`config.mk`:
```
export PLATFORM = sky130hd
export DESIGN_NAME = reg_serial_unload_flat
export DESIGN_NICKNAME = d
export VERILOG_FILES = /design/src/rtl/reg_serial_unload_if.sv /design/src/rtl/reg_serial_unload.sv /design/src/flat_wrapper.sv
export SDC_FILE = /design/constraint.sdc
export NUM_CORES = 1
export LEC_CHECK = 0
export BUFFER_PORTS_ARGS = -buffer_cell sky130_fd_sc_hd__buf_4
export CAP_MARGIN = 20
export CORE_MARGIN = 1.5
export CORE_UTILIZATION = 45
export DETAILED_ROUTE_END_ITERATION = 10
export PLACE_DENSITY = 0.68
export SYNTH_ARGS = -nofsm -noshare
export SYNTH_HDL_FRONTEND = slang
export SYNTH_SLANG_ARGS = --single-unit
```
`constraint.sdc`:
```
create_clock -name clk -period 1.8 [get_ports clk]
set_clock_uncertainty 0.1 [all_clocks]
set_input_delay 0.18 -clock clk [delete_from_list [all_inputs] [get_ports clk]]
set_output_delay 0.18 -clock clk [all_outputs]
set_load 0.005 [all_outputs]
```
`src/rtl/reg_serial_unload_if.sv`:
```
// Handshake bundle for reg_serial_unload: parallel load side and serial stream side.
// The master drives load requests and serial backpressure; the slave is the unloader.
interface reg_serial_unload_if #(
   parameter int WIDTH = 32
);
   logic             load_valid;
   logic             load_ready;
   logic [WIDTH-1:0] load_data;
   logic             ser_valid;
   logic             ser_ready;
   logic             ser_out;
   logic             ser_last;
   logic             busy;

   modport master (
      output load_valid, load_data, ser_ready,
      input  load_ready, ser_valid, ser_out, ser_last, busy
   );

   modport slave (
      input  load_valid, load_data, ser_ready,
      output load_ready, ser_valid, ser_out, ser_last, busy
   );
endinterface

```
`src/rtl/reg_serial_unload.sv`:
```
// Accepts a parallel word over valid/ready and streams it out one bit per accepted beat.
// Optional trailing even-parity beat is enabled by defining SERIAL_UNLOAD_PARITY_EN.
module reg_serial_unload #(
   parameter int WIDTH     = 32,
   parameter bit LSB_FIRST = 1'b1
) (
   input logic                clk,
   input logic                rst,
   reg_serial_unload_if.slave bus
);

   typedef enum logic {
      IDLE,
      SHIFT
   } state_t;

   localparam int CW = (WIDTH + 1 > 2) ? $clog2(WIDTH + 1) : 1;

`ifdef SERIAL_UNLOAD_PARITY_EN
   localparam logic [CW-1:0] LAST_COUNT = CW'(WIDTH);
`else
   localparam logic [CW-1:0] LAST_COUNT = CW'(WIDTH - 1);
`endif

   state_t           state_q, state_d;
   logic [WIDTH-1:0] shiftReg_q, shiftReg_d;
   logic [CW-1:0]    count_q, count_d;
   logic             loadFire;
   logic             beat;
   logic             lastBeat;
   logic             dataBit;
   logic             serBit;

   assign loadFire = (state_q == IDLE) && bus.load_valid;
   assign beat     = (state_q == SHIFT) && bus.ser_ready;
   assign lastBeat = beat && (count_q == LAST_COUNT);
   assign dataBit  = LSB_FIRST ? shiftReg_q[0] : shiftReg_q[WIDTH-1];

   always_ff @(posedge clk or negedge rst) begin
      if (!rst) begin
         state_q <= IDLE;
      end else begin
         state_q <= state_d;
      end
   end

   always_comb begin
      state_d = state_q;
      case (state_q)
         IDLE:    if (bus.load_valid) state_d = SHIFT;
         SHIFT:   if (lastBeat)       state_d = IDLE;
         default: state_d = IDLE;
      endcase
   end

   // The counter is held on the final beat so it can never wrap, whatever WIDTH is.
   always_comb begin
      shiftReg_d = shiftReg_q;
      count_d    = count_q;
      if (loadFire) begin
         shiftReg_d = bus.load_data;
         count_d    = '0;
      end else if (beat) begin
         shiftReg_d = LSB_FIRST ? (shiftReg_q >> 1) : (shiftReg_q << 1);
         if (!lastBeat) begin
            count_d = count_q + 1'b1;
         end
      end
   end

   always_ff @(posedge clk or negedge rst) begin
      if (!rst) begin
         shiftReg_q <= '0;
         count_q    <= '0;
      end else begin
         shiftReg_q <= shiftReg_d;
         count_q    <= count_d;
      end
   end

`ifdef SERIAL_UNLOAD_PARITY_EN
   logic parity_q;

   // Parity is taken from the word as loaded, since the shift register drains to zero.
   always_ff @(posedge clk or negedge rst) begin
      if (!rst) begin
         parity_q <= 1'b0;
      end else if (loadFire) begin
         parity_q <= ^bus.load_data;
      end
   end

   assign serBit = (count_q == CW'(WIDTH)) ? parity_q : dataBit;
`else
   assign serBit = dataBit;
`endif

   always_comb begin
      bus.load_ready = 1'b1;
      bus.ser_valid  = 1'b0;
      bus.busy       = 1'b0;
      bus.ser_out    = 1'b0;
      bus.ser_last   = 1'b0;
      if (state_q == SHIFT) begin
         bus.load_ready = 1'b0;
         bus.ser_valid  = 1'b1;
         bus.busy       = 1'b1;
         bus.ser_out    = serBit;
         bus.ser_last   = (count_q == LAST_COUNT);
      end
   end

endmodule

```
`src/flat_wrapper.sv`:
```
// flat-port wrapper written by rule: the top's interface ports become plain ports
module reg_serial_unload_flat 
#(
   parameter int WIDTH     = 32,
   parameter bit LSB_FIRST = 1'b1
)
  (clk, rst, bus_load_valid, bus_load_data, bus_ser_ready, bus_load_ready, bus_ser_valid, bus_ser_out, bus_ser_last, bus_busy);
  reg_serial_unload_if #(.WIDTH(WIDTH)) bus_i ();
  input logic clk;
  input logic rst;
  input wire logic [$bits(bus_i.load_valid)-1:0] bus_load_valid;
  input wire logic [$bits(bus_i.load_data)-1:0] bus_load_data;
  input wire logic [$bits(bus_i.ser_ready)-1:0] bus_ser_ready;
  output wire logic [$bits(bus_i.load_ready)-1:0] bus_load_ready;
  output wire logic [$bits(bus_i.ser_valid)-1:0] bus_ser_valid;
  output wire logic [$bits(bus_i.ser_out)-1:0] bus_ser_out;
  output wire logic [$bits(bus_i.ser_last)-1:0] bus_ser_last;
  output wire logic [$bits(bus_i.busy)-1:0] bus_busy;
  assign bus_i.load_valid = bus_load_valid;
  assign bus_i.load_data = bus_load_data;
  assign bus_i.ser_ready = bus_ser_ready;
  assign bus_load_ready = bus_i.load_ready;
  assign bus_ser_valid = bus_i.ser_valid;
  assign bus_ser_out = bus_i.ser_out;
  assign bus_ser_last = bus_i.ser_last;
  assign bus_busy = bus_i.busy;
  reg_serial_unload #(.WIDTH(WIDTH), .LSB_FIRST(LSB_FIRST)) u_core (.clk(clk), .rst(rst), .bus(bus_i));
endmodule
```
==> results.md <==
Synthesis:
- The sequential-to-total area share from yosys stat is between 50 and 60%.
- The top flip-flop cell by instance count after synthesis is sky130_fd_sc_hd__dfrtp_1.
- The share of synthesized area in the top cell type comes to 51.8%.
- The synthesis-stage register bit count is 39.
- By instance count, the leading cell after synthesis is sky130_fd_sc_hd__dfrtp_1.
- Summed over all instances, the cell type with the most area after synthesis is sky130_fd_sc_hd__dfrtp_1.
- In the synthesized netlist the async set-or-reset flop fraction comes to 100%.
- Each instance of the synthesized netlist takes up on average about 11 sq um.
- After synthesis, the most frequently instantiated cells are sky130_fd_sc_hd__dfrtp_1, sky130_fd_sc_hd__nand2_1, sky130_fd_sc_hd__mux2i_1.
- The netlist uses 25 different library cells.
- The cell area that synthesis handed to floorplanning was around 1900 sq um.
- After synthesis, the cell types taking the most area are sky130_fd_sc_hd__dfrtp_1, sky130_fd_sc_hd__mux2i_1, sky130_fd_sc_hd__nand2_1, sky130_fd_sc_hd__o21ai_1, sky130_fd_sc_hd__buf_6.
- Synthesis handed over a netlist of 176 instances.
- The number of warnings printed during yosys synthesis is 0.
- The number of nets in the synthesized netlist is around 210.
- The synthesized design contains 0 enable-type register cells.

Worst setup path:
- The kind of end point of the critical path is an output port.
- The peak fanout along the critical path is 4.
- The register-to-register setup slack is 0.23 ns.
- The type of the setup path with the least slack is register to output port.
- The startpoint identified for the worst register-to-register timing path is u_core.count_q[0].
- The destination of the worst register-to-register timing path is u_core.count_q[2].
- Measured in cells, the most critical reg-to-reg path has a length of 5.
- The startpoint kind of the worst setup timing path is a register.
- The startpoint of the most critical setup path is u_core.count_q[0].
- The data required time of the critical path is 1.52 ns.
- The worst setup path endpoint is bus_ser_last.
- For the worst setup path, the data arrival time is 1.39 ns.

Finish:
- The layout overhead on the synthesized area is 22.7%.
- The fraction of layout cells with a size suffix above 1 is a little over a quarter.
- Leaving out filler cells and counting taps, the final layout contains 266.
- At the end of the flow, the number of nets in the layout was 252.
- The final standard cell area without fillers is 2310 sq um.
- The number of antenna diodes in the final layout is 0.
- The final-layout fill cell count is ~350.

Clock tree:
- The number of buffers added by the clock tree synthesis step is 5.
- The CTS tree is built.
- Clock tree synthesis selected as its root buffer the cell sky130_fd_sc_hd__clkbuf_8.
- The later pin in the worst-skew pair is clocked with a latency of 0.29 ns.
- The total setup buffers inserted after CTS is 0.
- The clock drives 39 sinks.
- The number of buffers on the longest clock path is 2.
- After clock tree synthesis, the clock-pin slew on the worst setup and hold paths is about 0.07 ns.
- CTS built an H-tree with a depth of 2.

Timing:
- The final count of hold timing violations is 0.
- The transition time at the pin with the least slew margin is 0.490 ns.
- The worst hold slack is 0.0410 ns.
- The count of final setup violators is 0.
- The minimum period implied by the final worst setup slack is 1.67 ns.
- The final critical path takes up 92.9% of the cycle.
- In the final timing run, aggregate negative setup slack is 0 ns.
- Based on the critical path, the design can be clocked at up to about 0.60 GHz.
- The remaining max-slew budget at the tightest pin is slightly below 70%.
- The final max-slew violation count is 0.
- Setup repair after global routing left no endpoint under its margin.

Floorplan:
- In this run the horizontal extent of the chip is 67.7 microns.
- Measured along the y axis, the die boundary spans 67.7 microns.
- The die covers 4580 sq um.
- During I/O placement, the number of pins put on the boundary was 41.
- The core region area is 4000 sq um.
- The initial utilization of the core area, before any placement, comes to 47.1%.
- The count of standard-cell rows is 23.

Drt:
- Before antenna repair, the detailed router went through 4 iterations.
- The total wire length is approximately 3600 microns.
- Dividing the detail-routed via count by the number of cells gives 5.12.
- Dividing the detail-routed wire length by the instance count gives 13.6 microns.
- The count of antenna-violating nets left after detailed routing is 0.
- The DRC marker count from the first detailed-route iteration is 63.
- The routed layout has 1362 vias.
- For this run, design rule violations remaining after detail routing come to 0.

Power:
- The design internal power is 1.72 mW.
- The power per standard cell area is 1060 nW/um^2.
- The part of the power in the clock network is 25.9%.
- The proportion of power drawn by flip-flops and latches is about half.
- The worst supply voltage drop on vdd is 0.838 mV.
- The cell leakage power is 0.973 nW.
- Summed over all nets, the switching power comes to 0.740 mW.
- The net switching fraction of the power is 30.1%.
- The combinational share of power is 22.4%.

Global routing:
- Global routing consumed, over all layers together, 18.2% of the routing resources.
- The first global-routing pass estimated 6070 microns of wire.
- The met3 global-route usage is 4.67%.
- The number of global-route vias before repair is around 1400.
- For this run, global-route usage on met2 was measured as between 20 and 30%.
- Summed over all layers, the global routing overflow is 0.
- In the global route stage, met1 resource usage came out at 22.1%.
- The largest net degree at the start of global routing is 65.
- The initial antenna violation count came to 0.
- The layer with the highest usage is met2.

Run status:
- The run finished with clean final reports.

Placement:
- Buffers placed on the I/O ports in this run total 40.
- The final weighted congestion in routability-driven placement is 0.843.
- Once placement completed, the tool counted placed cells totaling 257.
- The HPWL after detailed placement is 2530 microns.
- The placement-stage cell area is 2190 sq um.

Job:
- The tool flagged a number of max-cap violations equal to 0.

Hold path:
- The worst hold path belongs to the class input port to register.
[final cells by class]
cell class,instances,area (sq um),share of cell area (%)
Sequential cell,39,976,42.2
Multi-Input combinational cell,123,820,35.5
Timing Repair Buffer,44,345,14.9
Clock buffer,8,100,4.33
Tap cell,50,62.6,2.71
Inverter,2,7.51,0.325
[power by group through the flow]
stage          Combinational [mW]  Clock (mW)  Sequential (mW)
2_1_floorplan               0.386           0             1.24
5_1_grt                     0.625       0.700             1.30
4_1_cts                     0.555       0.656             1.27
3_3_place_gp                0.514           0             1.27
6_report                    0.550       0.635             1.27
3_5_place_dp                0.552           0             1.28
[per-stage QoR]
stage          setup WS (ns)  total power [mW]  utilization (%)
2_1_floorplan          0.435              1.63                -
3_3_place_gp           0.388              1.78             54.9
3_5_place_dp           0.304              1.84             54.9
4_1_cts               0.0642              2.48             57.6
5_1_grt               0.0795              2.63             57.8
6_report               0.127              2.46             57.8
[cells by family (layout without fill, tap and decap cells)]
group	count (synthesis)	after routing	share of synthesized area (%)
DFF	39	39	51.8
muxes	33	33	17.5
buffers and inverters	14	54	5.25
AOI/OAI and AO/OA	42	42	13.0
adders and majority gates	1	1	0.664
and+or+nand+nor	47	47	11.7
[layout by cell type (no fill, tap or decap)]
| master | n |
|---|---|
| sky130_fd_sc_hd__a21oi_1 | 2 |
| sky130_fd_sc_hd__nand4_1 | 1 |
| sky130_fd_sc_hd__and2_1 | 1 |
| sky130_fd_sc_hd__inv_1 | 2 |
| sky130_fd_sc_hd__clkbuf_8 | 7 |
| sky130_fd_sc_hd__nor3_2 | 1 |
| sky130_fd_sc_hd__mux2i_1 | 33 |
| sky130_fd_sc_hd__dlygate4sd3_1 | 1 |
| sky130_fd_sc_hd__nor4_2 | 1 |
| sky130_fd_sc_hd__nand2_1 | 37 |
| sky130_fd_sc_hd__and2_4 | 1 |
| sky130_fd_sc_hd__buf_12 | 1 |
| sky130_fd_sc_hd__o31a_1 | 1 |
| sky130_fd_sc_hd__buf_4 | 42 |
| sky130_fd_sc_hd__nor2_1 | 2 |
| sky130_fd_sc_hd__nor2b_4 | 1 |
| sky130_fd_sc_hd__nand4_4 | 1 |
| sky130_fd_sc_hd__o211ai_2 | 2 |
| sky130_fd_sc_hd__ha_1 | 1 |
| sky130_fd_sc_hd__o21ai_1 | 25 |
| sky130_fd_sc_hd__clkbuf_1 | 1 |
| sky130_fd_sc_hd__o41ai_2 | 1 |
| sky130_fd_sc_hd__dfrtp_1 | 39 |
| sky130_fd_sc_hd__o21ai_0 | 9 |
| sky130_fd_sc_hd__o211ai_1 | 2 |
| sky130_fd_sc_hd__nand2_2 | 1 |
[worst min path at each step]
stage	start	cells past startpoint	slack, ns	to
floorplan	rst	0	-0.22	u_core.count_q[0]
global placement	rst	1	0.07	u_core.count_q[2]
detailed placement	rst	1	0.08	u_core.count_q[2]
CTS	bus_load_data[31]	3	0.03	u_core.shiftReg_q[31]
global route	bus_load_data[31]	3	0.05	u_core.shiftReg_q[31]
finish	bus_load_data[31]	3	0.04	u_core.shiftReg_q[31]
[per-layer routing]
layer	share of wire [%]	routed length (microns)
met1	45	1640
met2	48	1740
met3	4.7	171
met4	1.9	68
met5	0	0
[flip-flops by register name, indices dropped and copies added, names as in the netlist]
name	flops
u_core.shiftReg_q	32
u_core.count_q	6
u_core.state_q	1
[repair_timing]
action                     in CTS  in global routing
hold buffers                    1                  0
setup endpoints to repair       0                  1
resized for setup               0                  1
hold endpoints to repair       39                  0
[critical path: stages (launching register included)]
cell and delay, ns:
sky130_fd_sc_hd__dfrtp_1 0.44, sky130_fd_sc_hd__ha_1 0.23, sky130_fd_sc_hd__nand2_1 0.12, sky130_fd_sc_hd__nor4_2 0.17, sky130_fd_sc_hd__buf_4 0.15
Note: power is estimated with default switching activity, not from simulation.
